`src/rtl/fetch_stage.sv`:
```
// Instruction fetch front end: owns the fetch PC, issues to a one-cycle synchronous imem,
// and queues returned words in a 2-entry FIFO (output slot + skid) presented to decode.
module fetch_stage #(
  parameter logic [63:0] RESET_PC = 64'h0
) (
  input  logic        clk,
  input  logic        reset,
  output logic        imem_req,
  output logic [63:0] imem_addr,
  input  logic [31:0] imem_inst,
  input  logic        redirect_valid,
  input  logic [63:0] redirect_pc,
  output logic        id_valid,
  input  logic        id_ready,
  output logic [63:0] id_pc,
  output logic [31:0] id_inst
);

  logic [63:0] pc_q, pc_n;
  logic        infl_v, infl_v_n;
  logic [63:0] infl_pc, infl_pc_n;
  logic        out_v, out_v_n;
  logic [63:0] out_pc, out_pc_n;
  logic [31:0] out_inst, out_inst_n;
  logic        skid_v, skid_v_n;
  logic [63:0] skid_pc, skid_pc_n;
  logic [31:0] skid_inst, skid_inst_n;

  logic       fire;
  logic [1:0] occ;
  logic       unused_ok;

  // Redirect targets are word aligned; the low bits are dropped on purpose.
  assign unused_ok = ^redirect_pc[1:0];

  assign fire      = out_v & id_ready;
  assign occ       = {1'b0, out_v} + {1'b0, skid_v} + {1'b0, infl_v};
  assign imem_req  = !reset && !redirect_valid && ((occ - {1'b0, fire}) <= 2'd1);
  assign imem_addr = pc_q;

  assign id_valid = out_v;
  assign id_pc    = out_pc;
  assign id_inst  = out_inst;

  always_comb begin
    pc_n        = pc_q;
    infl_v_n    = 1'b0;
    infl_pc_n   = infl_pc;
    out_v_n     = out_v;
    out_pc_n    = out_pc;
    out_inst_n  = out_inst;
    skid_v_n    = skid_v;
    skid_pc_n   = skid_pc;
    skid_inst_n = skid_inst;

    if (fire) begin
      out_v_n  = skid_v;
      skid_v_n = 1'b0;
      if (skid_v) begin
        out_pc_n   = skid_pc;
        out_inst_n = skid_inst;
      end
    end

    // Returning word fills the first free slot after the dequeue shift.
    if (infl_v) begin
      if (!out_v_n) begin
        out_v_n    = 1'b1;
        out_pc_n   = infl_pc;
        out_inst_n = imem_inst;
      end else if (!skid_v_n) begin
        skid_v_n    = 1'b1;
        skid_pc_n   = infl_pc;
        skid_inst_n = imem_inst;
      end
    end

    if (imem_req) begin
      infl_v_n  = 1'b1;
      infl_pc_n = pc_q;
      pc_n      = pc_q + 64'd4;
    end

    if (redirect_valid) begin
      out_v_n  = 1'b0;
      skid_v_n = 1'b0;
      infl_v_n = 1'b0;
      pc_n     = {redirect_pc[63:2], 2'b00};
    end
  end

  always_ff @(posedge clk or posedge reset) begin
    if (reset) begin
      pc_q      <= RESET_PC;
      infl_v    <= 1'b0;
      infl_pc   <= 64'h0;
      out_v     <= 1'b0;
      out_pc    <= 64'h0;
      out_inst  <= 32'h0;
      skid_v    <= 1'b0;
      skid_pc   <= 64'h0;
      skid_inst <= 32'h0;
    end else begin
      pc_q      <= pc_n;
      infl_v    <= infl_v_n;
      infl_pc   <= infl_pc_n;
      out_v     <= out_v_n;
      out_pc    <= out_pc_n;
      out_inst  <= out_inst_n;
      skid_v    <= skid_v_n;
      skid_pc   <= skid_pc_n;
      skid_inst <= skid_inst_n;
    end
  end

endmodule

```
`config.mk`:
```
export PLATFORM = sky130hd
export DESIGN_NAME = fetch_stage
export DESIGN_NICKNAME = d
export VERILOG_FILES = /design/src/rtl/fetch_stage.sv
export SDC_FILE = /design/constraint.sdc
export NUM_CORES = 1
export LEC_CHECK = 0
export CELL_PAD_IN_SITES_DETAIL_PLACEMENT = 1
export CELL_PAD_IN_SITES_GLOBAL_PLACEMENT = 2
export CORE_ASPECT_RATIO = 0.75
export CORE_UTILIZATION = 29
export CTS_CLUSTER_DIAMETER = 60
export DETAILED_ROUTE_END_ITERATION = 8
export DONT_BUFFER_PORTS = 1
export GPL_TIMING_DRIVEN = 0
export PLACE_DENSITY_LB_ADDON = 0.1
export RECOVER_POWER = 25
export SLEW_MARGIN = 30
export SYNTH_ARGS = -nofsm -noshare
export SYNTH_HDL_FRONTEND = slang
export SYNTH_SLANG_ARGS = --single-unit
```
`constraint.sdc`:
```
create_clock -name clk -period 13.3 [get_ports clk]
set_input_delay 2.66 -clock clk [delete_from_list [all_inputs] [get_ports clk]]
set_output_delay 2.66 -clock clk [all_outputs]
set_load 0.005 [all_outputs]
```
# Yosys cells after proc, flatten, opt, wreduce, memory -nomap -nowiden
# Index checks and enable logic that the tools add are counted.
# totals
in_bits,100
out_inout_bits,162
wordCells,41
ff_bits,323
# classes
bitwise,2
n_reduce_logical,6
n_mux,19
n_addsub,4
n_lt_le_gt_ge,1
# op_table
cell,n
$mux W64,6
$mux W32,4
$add A64 B3 Y64 const B,1
$mux W1,9
$reduce_and A3 Y1,1
$add A1 B1 Y2,1
$add A2 B1 Y2,1
$le A2 B1 Y1 const B,1
$logic_and A1 B1 Y1,2
$logic_not A1 Y1,2
$reduce_bool A2 Y1,1
$sub A2 B1 Y2,1
$and A1 B1 Y1,1
$not A1 Y1,1

# Depth between registers and ports, before layout
# Gate-level depths: netlist of the first run.
# logic_depth
ltp_word,7
depth_mapped,12
depth_no_buf,9

# Worst setup path before layout of the first run
# No wires, ideal clock.
# synth_timing
path_type,input to output
start,in id_ready
end,out imem_req
n_path_buf,2
slack_ps,6100
required_time_ps,10640
t_arrival_ps,4540
path_stages,9
path_cell_list,and2_1 > clkbuf_1 > ha_1 > inv_1 > ha_1 > a21oi_1 > mux2i_1 > nor2_1 > buf_2
# synth_via
elab_chain_len,4
# synth_rtl
element,line_no,rtl
start: declaration,14,"input logic id_ready,"
$and A1 B1 Y1,36,assign fire = out_v & id_ready;
$sub A2 B1 Y2,38,"assign imem_req = !reset && !redirect_valid && ((occ - {1'b0, fire}) <= 2'd1);"
$le A2 B1 Y1,38,
$logic_and A1 B1 Y1,38,
end: declaration,8,"output logic imem_req,"
# Every way passes these cells.

==> metrics, run 1 <==
most used standard cell by instance count after synthesis sky130_fd_sc_hd__dfrtp_1; DR DRC count 0; reported max-cap violation count 3; endpoint required time on the critical path between 10000 and 15000 ps; n_diodes 0; final design instance area without fill 0.0163 sq mm; GRT Overall Usage a little under a fifth; layout cells sized above 1 between 20% and 30%; type of the tightest min-delay check flip-flop to flip-flop; Die Outline Area ~0.05 sq mm; worst setup margin 5170 ps; leakage power summed over all cells between 7 and 8 nW; routability congestion estimate from global placement roughly 0.74; net count reported at finish between 1000 and 1500; number of instances in the synthesized netlist roughly 1200; root buffer selected by CTS sky130_fd_sc_hd__clkbuf_16; final WL 47200 um; Post-CTS Hold Fix Bufs 0; proportion of register bits with asynchronous set or reset after synthesis 100%; Detail Placement HPWL about 34000 um; Overflow after GRT 0; overall die height 193 um; CTS H-Tree Depth 2; cell area after technology mapping about 0.014 sq mm; Ys Warns 0; setup repair after global routing missed its margin no; Detailed Route Iter0 Violations roughly 400; final routed wire length divided by cell count around 25 um; final hold violation count 0; Setup Viol. Count Final 0; worst setup path class input pin to async pin; antenna violations before repair 8; Max rail drop VDD 0.0716 mV; status complete, but fails checks; final worst hold slack between 400 and 500 ps; number of sinks on the clock net approximately 320; Num CTS Buffers 39; number of different library cells in the post-synthesis netlist 48; clock skew about 14 ps; number of enable flip-flop cells after synthesis 0; power density over the cells roughly 170 mW/mm^2; Die Width 256 um; Clock Latency Late Sink approximately 550 ps; violated checks capacitance limit, slew limit; I/O pin cnt 262; kind of start point of the critical path input pin; clock transition at the registers of the reported paths roughly 60 ps; ANT nets after route 0; initial core utilization just under 30%; area added between synthesis and finish 15.5%; CP Max Fanout 50; Worst-Margin Slew between 2000 and 3000 ps; fraction of post-synthesis cell area in the top cell type by area between 50% and 60%; max_slew headroom -89.2%; post-CTS setup repair buffer count 0; most common flop cell mapped by yosys sky130_fd_sc_hd__dfrtp_1; most area-hungry cell type in the Yosys netlist sky130_fd_sc_hd__dfrtp_1; flop and latch count out of synthesis 317; top cells by area, synth sky130_fd_sc_hd__dfrtp_1 (56%), sky130_fd_sc_hd__mux2_2 (13%), sky130_fd_sc_hd__mux2i_1 (6.8%); pre-CTS WS between 5000 and 6000 ps; quantity of gates resized following cts 0; number of global-route vias before repair 10222; total number of placement rows between 60 and 70; data arrival time of the worst path around 8200 ps; number of search-and-repair iterations in the first detailed-routing pass 4; shortest period the worst path allows 8130 ps; maximum clock insertion buffer count 3; Via density about 5; most numerous cell types in the synthesized netlist sky130_fd_sc_hd__dfrtp_1 (317), sky130_fd_sc_hd__mux2_2 (158), sky130_fd_sc_hd__nand2_1 (154), sky130_fd_sc_hd__o21ai_0 (136), sky130_fd_sc_hd__mux2i_1 (96); crit end category async pin; max-slew violations 141; global-route wire length before repair roughly 70000 um; standard cell area after detailed placement 0.0150 sq mm; average size of a mapped cell 11.7 sq um; Max Clock Freq 123 MHz; setup slack of the most critical reg-to-reg path 9680 ps; portion of the clock cycle consumed by the worst path in the final layout approximately 61%; via total after detailed routing ~9800; pin count of the biggest net entering global routing 83; core box area 0.0477 sq mm; TritonCTS clock tree built; share of the yosys chip area belonging to registers 56.4%; Port-buffer cells 0
==> final timing paths <==
check	endpoint	cells past startpoint	from
setup / recovery	id_pc[49]	3	reset
hold / removal	id_pc[12]	2	infl_pc[12]
setup reg to reg	infl_pc[50]	10	id_valid
hold reg to reg	id_pc[12]	2	infl_pc[12]
max in group clk	imem_req	9	id_ready
min in group asynchronous	id_pc[21]	1	reset
==> where the power goes <==
group	total, W	internal, W	switching [W]
clock	0.00107	0.000647	0.000426
sequential	0.00137	0.00118	0.000192
combinational	0.000309	0.000167	0.000142
total	0.00275	0.00199	0.000761
==> layout by cell type (no fill, tap or decap), types with 16 or more instances in the layout <==
| cell | netlist | layout |
|---|---|---|
| sky130_fd_sc_hd__a31oi_1 | 22 | 22 |
| sky130_fd_sc_hd__buf_2 | 18 | 19 |
| sky130_fd_sc_hd__clkbuf_1 | 37 | 43 |
| sky130_fd_sc_hd__clkbuf_16 | 0 | 39 |
| sky130_fd_sc_hd__dfrtp_1 | 317 | 317 |
| sky130_fd_sc_hd__mux2_2 | 158 | 158 |
| sky130_fd_sc_hd__mux2i_1 | 96 | 96 |
| sky130_fd_sc_hd__nand2_1 | 154 | 154 |
| sky130_fd_sc_hd__nand3_1 | 29 | 29 |
| sky130_fd_sc_hd__nand4_1 | 32 | 32 |
| sky130_fd_sc_hd__nor2_1 | 38 | 37 |
| sky130_fd_sc_hd__o21ai_0 | 136 | 136 |
| sky130_fd_sc_hd__xor2_1 | 16 | 16 |
==> cell type report <==
| type | instances | area, sq um |
|---|---|---|
| multi-input cells | 808 | 5800 |
| fillers | 5141 | 31400 |
| clock buffers | 54 | 1120 |
| plain buffers | 70 | 327 |
| inverters | 9 | 35.0 |
| well taps | 639 | 800 |
| clock inverters | 13 | 154 |
| repair buffers | 5 | 90.1 |
| flip-flops and latches | 317 | 7930 |
==> metrics by stage <==
stage / total power (W) / utilization [%] / setup TNS, ps / instances
floorplan: 0.00156 / - / 0 / 1204
global placement: 0.00169 / 31.2 / -906520 / 1843
detailed placement: 0.00171 / 31.5 / 0 / 1848
CTS: 0.00281 / 34.2 / 0 / 1915
global route: 0.00291 / 34.1 / 0 / 1915
finish: 0.00275 / 34.1 / 0 / 1915
==> flip-flops by register name (all words and copies together), names as in the netlist <==
signal and flops:
skid_v 1, id_valid 1, skid_inst 32, skid_pc 62, infl_pc 62, imem_addr 62, infl_v 1, id_inst 32
id_pc 64
==> metal layers <==
metal,up-vias,global-route usage (%),part of all wire (%)
li1,4428,-,-
met1,5079,27.3,48
met2,192,28.5,44
met3,64,5.32,6.6
met4,12,4.35,1.6
met5,-,0,0.18
==> cell families after synthesis <==
kind of cell / count (synthesis) / synth area share, %
simple gates: 331 / 12.0
flops: 317 / 56.4
mux: 255 / 19.6
compound gates: 187 / 7.33
buf+inv: 79 / 2.53
xor+xnor: 30 / 1.87
fa+ha+maj: 3 / 0.267
other cells: 1 / 0.0266
==> critical path, stage by stage <==
cell,delay (ps)
sky130_fd_sc_hd__clkinvlp_2,1300
sky130_fd_sc_hd__clkbuf_1,1990
sky130_fd_sc_hd__clkbuf_1,2120
Power figures use the tool's default switching activity.
==> run 2, diff against run 1 <==
==> constraint.sdc (replaced) <==
create_clock -name clk -period 6.87 [get_ports clk]
set_input_delay 1.374 -clock clk [delete_from_list [all_inputs] [get_ports clk]]
set_output_delay 1.374 -clock clk [all_outputs]
set_load 0.005 [all_outputs]
==> run 2 against run 1 <==
Net effect: the flow still finishes with violations (capacitance limit, slew limit); clock skew rose by 1.3 ps; first-iteration DRC count rose by 20%; total power rose by 95%; critical endpoint is now imem_req.
==> metrics, run 2 (synthesized netlist as in run 1, its figures left out) <==
cell with the biggest individual delay on the critical path sky130_fd_sc_hd__nor2_2; launching point of the worst reg2reg path id_valid; max-slew violations 55 (-61%); Worst-Margin Slew 1620 ps (-1220 ps); standard cell area after detailed placement 0.0152 sq mm (+1.2%); Clock Latency Late Sink 550 ps (about the same); power density over the cells 329 mW/mm^2 (+94%); TritonCTS clock tree built; crit end category primary output; CTS H-Tree Depth 2 (unchanged); antenna violations before repair 7 (-1); worst setup path start id_ready; final WL 47900 um (+1.4%); most common cell after layout, fill and taps aside sky130_fd_sc_hd__dfrtp_1; via total after detailed routing 9809 (+0.35%); kind of start point of the critical path input pin; initial core utilization 29.5% (unchanged); final design instance area without fill 0.0163 sq mm (+0.45%); Detailed Route Iter0 Violations 476 (+20%); Die Outline Area 0.0494 sq mm (unchanged); global-route wire length before repair 72400 um (+3.0%); violated checks capacitance limit, slew limit; non-filler instance count after layout 1924 (+0.47%); layout cells sized above 1 20.9% (-0.23 points); total number of placement rows 69 (unchanged); portion of the clock cycle consumed by the worst path in the final layout about four fifths; Switching Power 0.00148 W (+94%); routability congestion estimate from global placement 0.739 (+0.45%); endpoint required time on the critical path 5500 ps (-7820 ps); worst reg2reg path endpoint infl_pc[9]; maximum clock insertion buffer count 3 (unchanged); final worst hold slack 495 ps (-3.34 ps); critical path endpoint imem_req; crit-path most repeated cell sky130_fd_sc_hd__ha_1; Max Clock Freq about 180 MHz; setup repair after global routing missed its margin no; Comb pwr share 11.3% (about the same); register share of total power 49.4% (-0.4 points); shortest period the worst path allows ~5400 ps; placed cells 1857 (+0.49%); area added between synthesis and finish 16.0%; clock share of power 39.3% (+0.3 points); number of global-route vias before repair 10501 (+2.7%); cell internal pwr 0.00389 W (+95%); net count reported at finish 1362 (+0.67%); reported max-cap violation count 3 (unchanged); Max rail drop VDD 0.172 mV (+140%); pin count of the biggest net entering global routing 28 (-66%); CP Max Fanout 10 (-80%); Die Width 256 um (unchanged); status complete, but fails checks; type of the tightest min-delay check flip-flop to flip-flop; Overflow after GRT 0 (unchanged); final routed wire length divided by cell count 24.9 um (+0.97%); DR DRC count 0 (unchanged); Setup Viol. Count Final 0 (unchanged); number of cell instances on the worst register-to-register path 10 (unchanged); quantity of gates resized following cts 0 (unchanged); leakage power summed over all cells 7.25 nW (+0.30%); worst setup path class input pin to primary output; HP Start infl_pc[54]; Post-CTS Hold Fix Bufs 0 (unchanged); Num CTS Buffers 39 (unchanged); I/O pin cnt 262 (unchanged); overall die height 193 um (unchanged); ANT nets after route 0 (unchanged); Via density 5.10 (-0.12%); data arrival time of the worst path 4070 ps (-4080 ps); GRT Overall Usage 19.6% (+0.49 points); Largest register FFs 64 (unchanged); final hold violation count 0 (unchanged); clock skew 15.6 ps (+1.30 ps); post-CTS setup repair buffer count 0 (unchanged); filler instances 5186 (+0.88%); number of search-and-repair iterations in the first detailed-routing pass 5 (+1); Port-buffer cells 0 (unchanged); core box area 0.0477 sq mm (unchanged); top library cells by usage in the layout, fill and taps aside sky130_fd_sc_hd__dfrtp_1 (317), sky130_fd_sc_hd__mux2_2 (158), sky130_fd_sc_hd__nand2_1 (154), sky130_fd_sc_hd__o21ai_0 (136), sky130_fd_sc_hd__mux2i_1 (96); setup slack of the most critical reg-to-reg path 3120 ps (-6560 ps); Detail Placement HPWL 34800 um (+2.4%); CP cell instances and2_1, clkbuf_1, ha_1, inv_1, ha_1, a21oi_1, mux2i_1, nor2_2, buf_2; n_diodes 0 (unchanged); root buffer selected by CTS sky130_fd_sc_hd__clkbuf_16; CP max stage delay 780 ps (-1340 ps); switch share 27.5% (-0.11 points); clock transition at the registers of the reported paths 60 ps (about the same); number of sinks on the clock net 317 (unchanged); max_slew headroom -7.99% (+81 points)
run 2: cell types whose count changed in the layout (fill, tap and decap cells not counted), sizes merged:
cell      delta
clkinv       -2
clkbuf      +11
clkinvlp     +1
buf          +1
inv          -2
run 2: power by group through the flow:
stage          clock network [W]  registers [W]  logic [W]
3_3_place_gp                   0        0.00268   0.000583
4_1_cts                  0.00219        0.00266   0.000634
6_report                 0.00211        0.00265   0.000605
3_5_place_dp                   0        0.00269   0.000632
2_1_floorplan                  0        0.00254   0.000488
5_1_grt                  0.00226        0.00272   0.000695
run 2: worst min path at each step:
stage	endpoint	slack [ps]	cells after the start
6_report	id_pc[54]	500	2
5_1_grt	skid_inst[21]	520	1
4_1_cts	id_pc[56]	500	2
3_5_place_dp	id_pc[56]	490	2
3_3_place_gp	id_pc[56]	490	2
2_1_floorplan	id_pc[10]	460	2
run 2: critical path: cells and delay by family:
family                     cells  cell delay (ps)
adders and majority gates      2              530
buffers and inverters          3              620
and+or+nand+nor                2              910
muxes                          1              360
AOI/OAI and AO/OA              1              260
run 2: metal layers:
| metal | vias to the layer above | share of wire, % | GRT usage [%] |
|---|---|---|---|
| li1 | 4443 | - | - |
| met1 | 5102 | 48 | 28.0 |
| met2 | 203 | 43 | 28.8 |
| met3 | 55 | 6.9 | 6.12 |
| met4 | 6 | 1.5 | 4.46 |
| met5 | - | 0.067 | 0 |
run 2: layout make-up:
type                            count  area [sq um]  area share, %
Buffer                             70           327           2.00
Sequential cell                   317          7930           48.6
Clock buffer                       57          1170           7.14
Inverter                            9          35.0          0.215
Timing Repair Buffer               14           140          0.858
Clock inverter                     10           134          0.820
Multi-Input combinational cell    808          5800           35.5
Tap cell                          639           800           4.90
run 2: stage by stage:
step	power, W	util (%)	worst slack, ps	TNS (ps)
after global placement	0.00327	31.2	-1110	-343800
after CTS	0.00548	34.7	1340	0
after floorplan	0.00302	-	1270	0
after detailed placement	0.00333	31.9	1350	0
final	0.00537	34.3	1430	0
after global routing	0.00567	34.3	1210	0
==> run 3, diff against run 2 <==
==> constraint.sdc (replaced) <==
create_clock -name clk -period 5.55 [get_ports clk]
set_input_delay 1.11 -clock clk [delete_from_list [all_inputs] [get_ports clk]]
set_output_delay 1.11 -clock clk [all_outputs]
set_load 0.005 [all_outputs]
==> results of run 3 <==
The final DEF is identical to that of run 2. Status: complete, but fails checks: capacitance limit, slew limit.
Main changes from that run: setup slack after placement 1350 ps -> 560 ps; setup slack after layout 1430 ps -> 638 ps; start point of the critical path id_ready -> id_valid; register-to-register setup slack 3120 ps -> 1800 ps; total power 0.00537 W -> 0.00664 W; worst IR drop on VDD 0.172 mV -> 0.213 mV
